$ cat src/rtl/rv_mem_pkg.sv
// Shared types for the RV32 memory-access stage (rv_mem).
package rv_mem_pkg;

    localparam int unsigned XLEN = 32;

    typedef enum logic [1:0] {
        MEM_BYTE = 2'd0,
        MEM_HALF = 2'd1,
        MEM_WORD = 2'd2
    } t_mem_size;

    typedef enum logic [1:0] {
        SEL_WB_ALU = 2'd0,
        SEL_WB_MEM = 2'd1,
        SEL_WB_PC4 = 2'd2
    } t_sel_wb;

    typedef enum logic [1:0] {
        IDLE = 2'd0,
        REQ  = 2'd1,
        RSP  = 2'd2
    } t_mem_state;

    typedef struct packed {
        logic      rd_en;
        logic      wr_en;
        t_mem_size size;
        logic      is_unsigned;
        t_sel_wb   sel_wb;
        logic      reg_write_en;
        logic [4:0] rd;
    } t_mem_ctrl;

    // Half accesses only look at addr[1]; word accesses are always full-lane.
    function automatic logic [3:0] store_be(input t_mem_size size, input logic [1:0] off);
        unique case (size)
            MEM_BYTE: store_be = 4'b0001 << off;
            MEM_HALF: store_be = off[1] ? 4'b1100 : 4'b0011;
            default:  store_be = 4'b1111;
        endcase
    endfunction

endpackage

$ cat src/rtl/rv_mem_load_align.sv
// Load data alignment and sign/zero extension for rv_mem.
module rv_load_align
    import rv_mem_pkg::*;
(
    input  logic [31:0] rdata,
    input  logic [1:0]  off,
    input  logic [1:0]  size,
    input  logic        mem_unsigned,
    output logic [31:0] load_data
);

    t_mem_size   sz;
    logic [1:0]  eff_off;
    logic [31:0] shifted;

    always_comb begin
        sz = t_mem_size'(size);
        unique case (sz)
            MEM_BYTE: eff_off = off;
            MEM_HALF: eff_off = {off[1], 1'b0};
            default:  eff_off = 2'b00;
        endcase
        shifted = rdata >> {eff_off, 3'b000};
        unique case (sz)
            MEM_BYTE: load_data = {{24{~mem_unsigned & shifted[7]}}, shifted[7:0]};
            MEM_HALF: load_data = {{16{~mem_unsigned & shifted[15]}}, shifted[15:0]};
            default:  load_data = shifted;
        endcase
    end

endmodule

$ cat src/rtl/rv_mem.sv
// RV32 memory-access stage: dmem request/response handshake, load alignment, Q104H writeback.
// Optional misaligned-access trap enabled by RV_MEM_MISALIGN_TRAP_EN.
module rv_mem
    import rv_mem_pkg::*;
(
    input  logic            clk,
    input  logic            rst,
    input  logic            mem_rd_en_Q103H,
    input  logic            mem_wr_en_Q103H,
    input  logic [1:0]      mem_size_Q103H,
    input  logic            mem_unsigned_Q103H,
    input  logic [1:0]      sel_wb_Q103H,
    input  logic            reg_write_en_Q103H,
    input  logic [4:0]      rd_Q103H,
    input  logic [XLEN-1:0] alu_out_Q103H,
    input  logic [XLEN-1:0] dmem_wr_data_Q103H,
    input  logic [XLEN-1:0] pc_plus4_Q103H,
    output logic            dmem_req_valid,
    input  logic            dmem_req_ready,
    output logic            dmem_req_we,
    output logic [XLEN-1:0] dmem_req_addr,
    output logic [XLEN-1:0] dmem_req_wdata,
    output logic [3:0]      dmem_req_be,
    input  logic            dmem_rsp_valid,
    input  logic [XLEN-1:0] dmem_rsp_rdata,
    output logic            stall_Q103H,
    output logic [XLEN-1:0] wb_data_Q103H,
    output logic [XLEN-1:0] wb_data_Q104H,
    output logic [4:0]      rd_Q104H,
    output logic            reg_write_en_Q104H
`ifdef RV_MEM_MISALIGN_TRAP_EN
    ,
    output logic            misalign_Q104H,
    output logic [XLEN-1:0] misalign_addr_Q104H
`endif
);

    t_mem_ctrl   ctrl;
    t_mem_state  state, state_next;
    logic        access, misalign, issue, load_hs;
    logic [1:0]  off, cap_off;
    t_mem_size   cap_size;
    logic        cap_unsigned;
    logic [31:0] load_data;

    always_comb begin
        ctrl = '{
            rd_en:        mem_rd_en_Q103H,
            wr_en:        mem_wr_en_Q103H,
            size:         t_mem_size'(mem_size_Q103H),
            is_unsigned:  mem_unsigned_Q103H,
            sel_wb:       t_sel_wb'(sel_wb_Q103H),
            reg_write_en: reg_write_en_Q103H,
            rd:           rd_Q103H
        };
        off    = alu_out_Q103H[1:0];
        access = ctrl.rd_en | ctrl.wr_en;
    end

`ifdef RV_MEM_MISALIGN_TRAP_EN
    assign misalign = access & (((ctrl.size == MEM_HALF) & off[0]) |
                                ((ctrl.size == MEM_WORD) & (off != 2'b00)));
`else
    assign misalign = 1'b0;
`endif
    assign issue = access & ~misalign;

    always_ff @(posedge clk or posedge rst) begin
        if (rst) state <= IDLE;
        else     state <= state_next;
    end

    always_comb begin
        state_next = state;
        unique case (state)
            IDLE: if (issue) state_next = !dmem_req_ready ? REQ : (ctrl.rd_en ? RSP : IDLE);
            REQ:  if (dmem_req_ready) state_next = ctrl.rd_en ? RSP : IDLE;
            RSP:  if (dmem_rsp_valid) state_next = IDLE;
            default: state_next = IDLE;
        endcase
    end

    // A store retires in its handshake cycle; a load holds the pipe until its response.
    always_comb begin
        dmem_req_valid = 1'b0;
        stall_Q103H    = 1'b0;
        unique case (state)
            IDLE: begin
                dmem_req_valid = issue;
                stall_Q103H    = issue & ~(ctrl.wr_en & dmem_req_ready);
            end
            REQ: begin
                dmem_req_valid = 1'b1;
                stall_Q103H    = ~(ctrl.wr_en & dmem_req_ready);
            end
            RSP:     stall_Q103H = ~dmem_rsp_valid;
            default: ;
        endcase
    end

    always_comb begin
        dmem_req_we   = ctrl.wr_en;
        dmem_req_addr = alu_out_Q103H;
        dmem_req_be   = ctrl.wr_en ? store_be(ctrl.size, off) : 4'b0000;
        unique case (ctrl.size)
            MEM_BYTE: dmem_req_wdata = {4{dmem_wr_data_Q103H[7:0]}};
            MEM_HALF: dmem_req_wdata = {2{dmem_wr_data_Q103H[15:0]}};
            default:  dmem_req_wdata = dmem_wr_data_Q103H;
        endcase
        unique case (ctrl.sel_wb)
            SEL_WB_ALU: wb_data_Q103H = alu_out_Q103H;
            SEL_WB_PC4: wb_data_Q103H = pc_plus4_Q103H;
            default:    wb_data_Q103H = '0;
        endcase
    end

    assign load_hs = dmem_req_valid & dmem_req_ready & ctrl.rd_en;

    always_ff @(posedge clk or posedge rst) begin
        if (rst) begin
            cap_off      <= '0;
            cap_size     <= MEM_BYTE;
            cap_unsigned <= 1'b0;
        end else if (load_hs) begin
            cap_off      <= off;
            cap_size     <= ctrl.size;
            cap_unsigned <= ctrl.is_unsigned;
        end
    end

    rv_load_align u_align (
        .rdata        (dmem_rsp_rdata),
        .off          (cap_off),
        .size         (cap_size),
        .mem_unsigned (cap_unsigned),
        .load_data    (load_data)
    );

    always_ff @(posedge clk or posedge rst) begin
        if (rst) begin
            wb_data_Q104H      <= '0;
            rd_Q104H           <= '0;
            reg_write_en_Q104H <= 1'b0;
        end else if (stall_Q103H) begin
            reg_write_en_Q104H <= 1'b0;
        end else begin
            rd_Q104H           <= ctrl.rd;
            reg_write_en_Q104H <= ctrl.reg_write_en & ~misalign;
            wb_data_Q104H      <= (ctrl.sel_wb == SEL_WB_MEM) ? load_data : wb_data_Q103H;
        end
    end

`ifdef RV_MEM_MISALIGN_TRAP_EN
    always_ff @(posedge clk or posedge rst) begin
        if (rst) begin
            misalign_Q104H      <= 1'b0;
            misalign_addr_Q104H <= '0;
        end else begin
            misalign_Q104H <= misalign & ~stall_Q103H;
            if (misalign & ~stall_Q103H) misalign_addr_Q104H <= alu_out_Q103H;
        end
    end
`endif

endmodule

$ cat config.mk
export PLATFORM = sky130hd
export DESIGN_NAME = rv_mem
export DESIGN_NICKNAME = d
export VERILOG_FILES = /design/src/rtl/rv_mem_pkg.sv /design/src/rtl/rv_mem_load_align.sv /design/src/rtl/rv_mem.sv
export SDC_FILE = /design/constraint.sdc
export NUM_CORES = 1
export LEC_CHECK = 0
export CAP_MARGIN = 0
export CORE_ASPECT_RATIO = 0.8
export CORE_MARGIN = 4
export CORE_UTILIZATION = 30
export DETAILED_ROUTE_END_ITERATION = 8
export DONT_BUFFER_PORTS = 1
export GPL_TIMING_DRIVEN = 0
export PLACE_DENSITY_LB_ADDON = 0.12
export RECOVER_POWER = 25
export REMOVE_ABC_BUFFERS = 1
export SETUP_SLACK_MARGIN = 0.5
export SLEW_MARGIN = 20
export SYNTH_ARGS = -nofsm -noshare
export SYNTH_HDL_FRONTEND = slang
export SYNTH_SLANG_ARGS = --single-unit
$ cat constraint.sdc
create_clock -name clk -period 1.93 [get_ports clk]
set_input_delay 0.386 -clock clk [delete_from_list [all_inputs] [get_ports clk]]
set_output_delay 0.386 -clock clk [all_outputs]
set_load 0.03 [all_outputs]
# == Word level (Yosys, flattened, before mapping) ==
# Index checks and enable logic that the tools add are counted.
# classes
n_eq_ne,9
shift,2
mux,17
n_bitwise,10
reduce_logical,5
# op_table
op,count
32-bit one-hot mux with 2 select lines,3
32-bit two-way mux,1
32-bit by 5-bit >> shifter with 32-bit output,1
2-bit two-way mux,5
2-bit by 1-bit equality test with 1-bit output (second input constant),4
2-bit zero test,4
4-bit two-way mux,2
4-bit one-hot mux with 2 select lines,1
1-bit AND,6
2-bit != test (second input constant),3
2-bit one-hot mux with 3 select lines,1
2-bit equality test (second input constant),2
2-bit one-hot mux with 2 select lines,1
1-bit by 2-bit left shift with 4-bit output (first input constant),1
1-bit NOT,3
1-bit one-hot mux with 3 select lines,1
3-bit AND reduction,1
1-bit one-hot mux with 2 select lines,1
1-bit two-way mux,1
1-bit bitwise OR,1
# word_totals
ff_bits,45
input_bits,145
output_inout_bits,141
elab_cells,50

# == Depth between registers and ports, before layout ==
# depth
depth_word,6
mapped_depth,7
mapped_depth_nobuf,5

# == Hierarchy ==
# Synthesis repeated with hierarchy kept, for this count alone.
# hier_totals
cells_unflattened,406
area_unflattened_um2,3947.5
# by_module_without_submodules
module,instances,cells_each,area_each_um2,seq_area_each_um2
rv_mem,1,312,3224.3,1126.1
rv_load_align,1,94,723.2,0.0

# == Worst setup path after synthesis ==
# No wires, ideal clock.
# synth_timing
kind,input port to output port
start,in mem_size_Q103H[0]
end,out dmem_req_wdata[24]
arrival_time_ns,1.605
required_time_ns,1.544
slack_ns,-0.061
cell_stages,3
path_buffers,1
cell_sequence,clkbuf_1 -> mux2i_1 -> o21ai_0
# synth_via
elab_chain_len,2
word_cells_on_any_way,3
classes_between,eq/ne: 1; mux: 1; reduce/logical: 1
# synth_lines
item,line,text
start: declaration,rv_mem.sv:10,"input logic [1:0] mem_size_Q103H,"
2-bit by 1-bit equality test with 1-bit output or 2-bit zero test (tied branches),rv_mem.sv:105,unique case (ctrl.size)
32-bit one-hot mux with 2 select lines *,rv_mem.sv:105,
end: declaration,rv_mem.sv:22,"output logic [XLEN-1:0] dmem_req_wdata,"
# Every way passes the cells marked *; elsewhere a longest branch is shown, timed or not.

# == Worst setup path after layout ==
# layout_timing
start,reg state[0]
end,reg wb_data_Q104H[28]
# layout_via
elab_chain_len,2
word_cells_on_any_way,4
classes_between,eq/ne: 2; mux: 1; reduce/logical: 1
# layout_lines
item,line,text
start: declaration,rv_mem.sv:39,"t_mem_state state, state_next;"
start signal: assignment,rv_mem.sv:70,else state <= state_next;
"2-bit equality test, or another cell as far along",rv_mem.sv:87,unique case (state)
1-bit one-hot mux with 3 select lines *,rv_mem.sv:87,
end signal: assignment,rv_mem.sv:149,wb_data_Q104H <= (ctrl.sel_wb == SEL_WB_MEM) ? load_data : wb_data_Q103H;
end: declaration,rv_mem.sv:28,"output logic [XLEN-1:0] wb_data_Q104H,"
# Marked as above.
# A chain may end at the register's enable or synchronous reset.

==> out/metrics.csv <==
metric,value,unit
status,"complete, no violations",
cts.clk_slew.worst_paths,0.07,ns
synth_flop_cell,dfrtp_1,
hold_path_end,state[0],
syn-instance-count,408,
die_h,106,um
tritoncts,done,
start_kind,flip-flop,
initial_core_util,31.0,%
hpwl,9740,um
first_iter_violations,193,
p_leak,1.85,nW
synth_top_area_cell,dfrtp_1,
cts-root-buf,clkbuf_16,
fmax,527,MHz
synth-seq-area-share,31.2,%
peakVddDrop,0.366,mV
hold_viol,0,
final-max-slew-violation-count,0,
skew,0.0124,ns
io_pins,286,
cts_buffers,5,
synth_area_leaders,"dfrtp_1, mux2i_1, buf_4",
drt-total-wl,14700,um
ant_nets,0,
grt_pass1_wl,20600,um
grt_pass1_vias,3307,
num_vias,3126,
path_class,reg -> reg,
core_area,11600,um^2
worstRegToRegCells,7,
max_slew_margin,29.8,%
r2r_start,state[0],
crit_fanout,9,
chipWidth,131,um
cp.required,2.16,ns
internal_power,2.28,mW
yosys_warnings,0,
grt_overflow,0,
p_sw_share,45.0,%
worst_pin_slew,1.05,ns
clkSinkCount,45,
r2r_setup_slack,0.03,ns
viasPerCell,5.90,
endpoint_kind,flip-flop,
post-route-util,36.8,%
fin_setup_tns,0,ns
synth_edf_count,0,
cap_violations,0,
cts_max_level,2,
synth.avg_cell_area,8.84,um^2
clk_path_buf_depth,2,
hold_buffers,0,
port-buffer-count,0,
drc,0,
clkPwrFrac,21.6,%
pwr-share-seq,42.1,%
hold_path_class,in -> reg,
rsz0062_at_grt,true,
fin_nets,525,
drt-wirelength-per-cell,27.7,um
cp.arrival,2.13,ns
rows,35,
finalCritPeriodShare,98.3,%
synth_top_area_share,31.2,%
period_needed,1.90,ns
hold_depth,1,
fillers,1186,
p_switching,1.87,mW
powerDensity,968,nW/um^2
area_growth,18.8,%
p_total,4.15,mW
drive_above_1_share,36.0,%
hp-start,dmem_req_ready,
ys_async_sr_fraction,100,%
antenna_found_initial,1,
die_area,13900,um^2
grt_usage,19.8,%
worst_r2r_endpoint,wb_data_Q104H[28],
pwr-share-comb,36.3,%
yosys.cell_types.count,41,
drt_first_pass_iters,4,
final_cell_mix,"nor2_1, mux2i_1, nand2_1",
syn_area,3610,um^2
ys_ff_latch,45,
setup-violations-final,0,
final_common_cell,nor2_1,
gp_congestion,0.785,
clk_latency,0.30,ns
grt_max_degree,46,
## power groups by stage
stage,sequential [mW],clock (mW),combinational (mW)
2_1_floorplan,1.67,0,0.849
3_3_place_gp,1.78,0,1.02
3_5_place_dp,1.78,0,1.06
4_1_cts,1.75,0.932,1.36
5_1_grt,1.77,0.956,1.63
6_report,1.75,0.897,1.51
## routing by layer
| layer | routed length, um | track usage (%) | vias up |
|---|---|---|---|
| met5 | 0 | 0 | - |
| met4 | 146 | 4.48 | 0 |
| met3 | 1330 | 6.58 | 11 |
| met2 | 7760 | 36.6 | 198 |
| met1 | 5460 | 21.8 | 1551 |
| li1 | - | - | 1366 |
## kinds of logic after synthesis
group / count (synthesis) / share of synthesized area (%)
AOI/OAI and AO/OA: 80 / 16.0
buffers and inverters: 75 / 13.1
DFF: 45 / 31.2
muxes: 70 / 22.9
and+or+nand+nor: 138 / 16.8
## cells in the mapped netlist (2+ instances only)
master / n
a2111oi_4: 2
a21oi_1: 11
nand2_1: 48
buf_4: 42
dfrtp_1: 45
o22ai_1: 14
buf_6: 3
clkbuf_1: 14
inv_1: 5
nor3_1: 2
o21a_1: 2
nand3_1: 17
o21ai_0: 11
a31oi_1: 2
nor2_1: 53
o2bb2ai_1: 8
mux2i_1: 42
mux2_2: 20
a22oi_1: 16
nor2b_1: 4
o21ai_1: 7
buf_2: 9
a221oi_1: 2
nand2b_1: 5
mux4_2: 8
## registers in the layout (all words and copies together) (netlist names)
| name | flops |
|---|---|
| wb_data_Q104H | 32 |
| rd_Q104H | 5 |
| cap_off | 2 |
| cap_size | 2 |
| state | 2 |
| cap_unsigned | 1 |
| reg_write_en_Q104H | 1 |
## critical path, stage by stage, from the launching register on
cell	delay, ns
dfrtp_1	0.38
or3_4	0.37
buf_6	0.14
a2111oi_4	0.43
buf_4	0.19
o211ai_4	0.08
buf_12	0.17
nand3_1	0.07
## per-stage QoR
step | instances | setup WS [ns] | hold WS [ns] | cell area (um^2)
3_5_place_dp | 489 | -0.880 | 0.385 | 3390
6_report | 530 | 0.0327 | 0.153 | 4290
4_1_cts | 523 | -0.00145 | 0.0648 | 4020
2_1_floorplan | 339 | -0.700 | 0.457 | 3160
5_1_grt | 530 | -0.0418 | 0.141 | 4290
3_3_place_gp | 487 | -1.92 | 0.460 | 3340
## worst max path at each step
stage | startpoint | end | slack (ns) | depth (start not counted)
2_1_floorplan | mem_rd_en_Q103H | wb_data_Q104H[16] | -0.70 | 5
4_1_cts | state[0] | stall_Q103H | -0.001 | 3
3_5_place_dp | cap_off[1] | wb_data_Q104H[12] | -0.88 | 4
3_3_place_gp | mem_rd_en_Q103H | wb_data_Q104H[17] | -1.92 | 5
6_report | state[0] | wb_data_Q104H[28] | 0.03 | 7
5_1_grt | state[0] | wb_data_Q104H[29] | -0.04 | 7
## area by class of cell
| class | count | area [um^2] | area share [%] |
|---|---|---|---|
| multi-input cells | 288 | 2350 | 54.7 |
| flip-flops and latches | 45 | 1140 | 26.5 |
| repair buffers | 29 | 364 | 8.49 |
| well taps | 148 | 185 | 4.32 |
| clock buffers | 5 | 125 | 2.92 |
| repair inverters | 5 | 58.8 | 1.37 |
| inverters | 6 | 48.8 | 1.14 |
| clock inverters | 3 | 21.3 | 0.496 |
| diodes | 1 | 2.50 | 0.0584 |
## timing repair
action / 4_1_cts / 5_1_grt
resized for setup: 60 / 51
pin swaps: 15 / 12
buffers inserted: 23 / 3
gates cloned: 3 / 3
setup endpoints to repair: 56 / 50
hold endpoints to repair: 0 / 0
(Power assumes the default switching activity.)
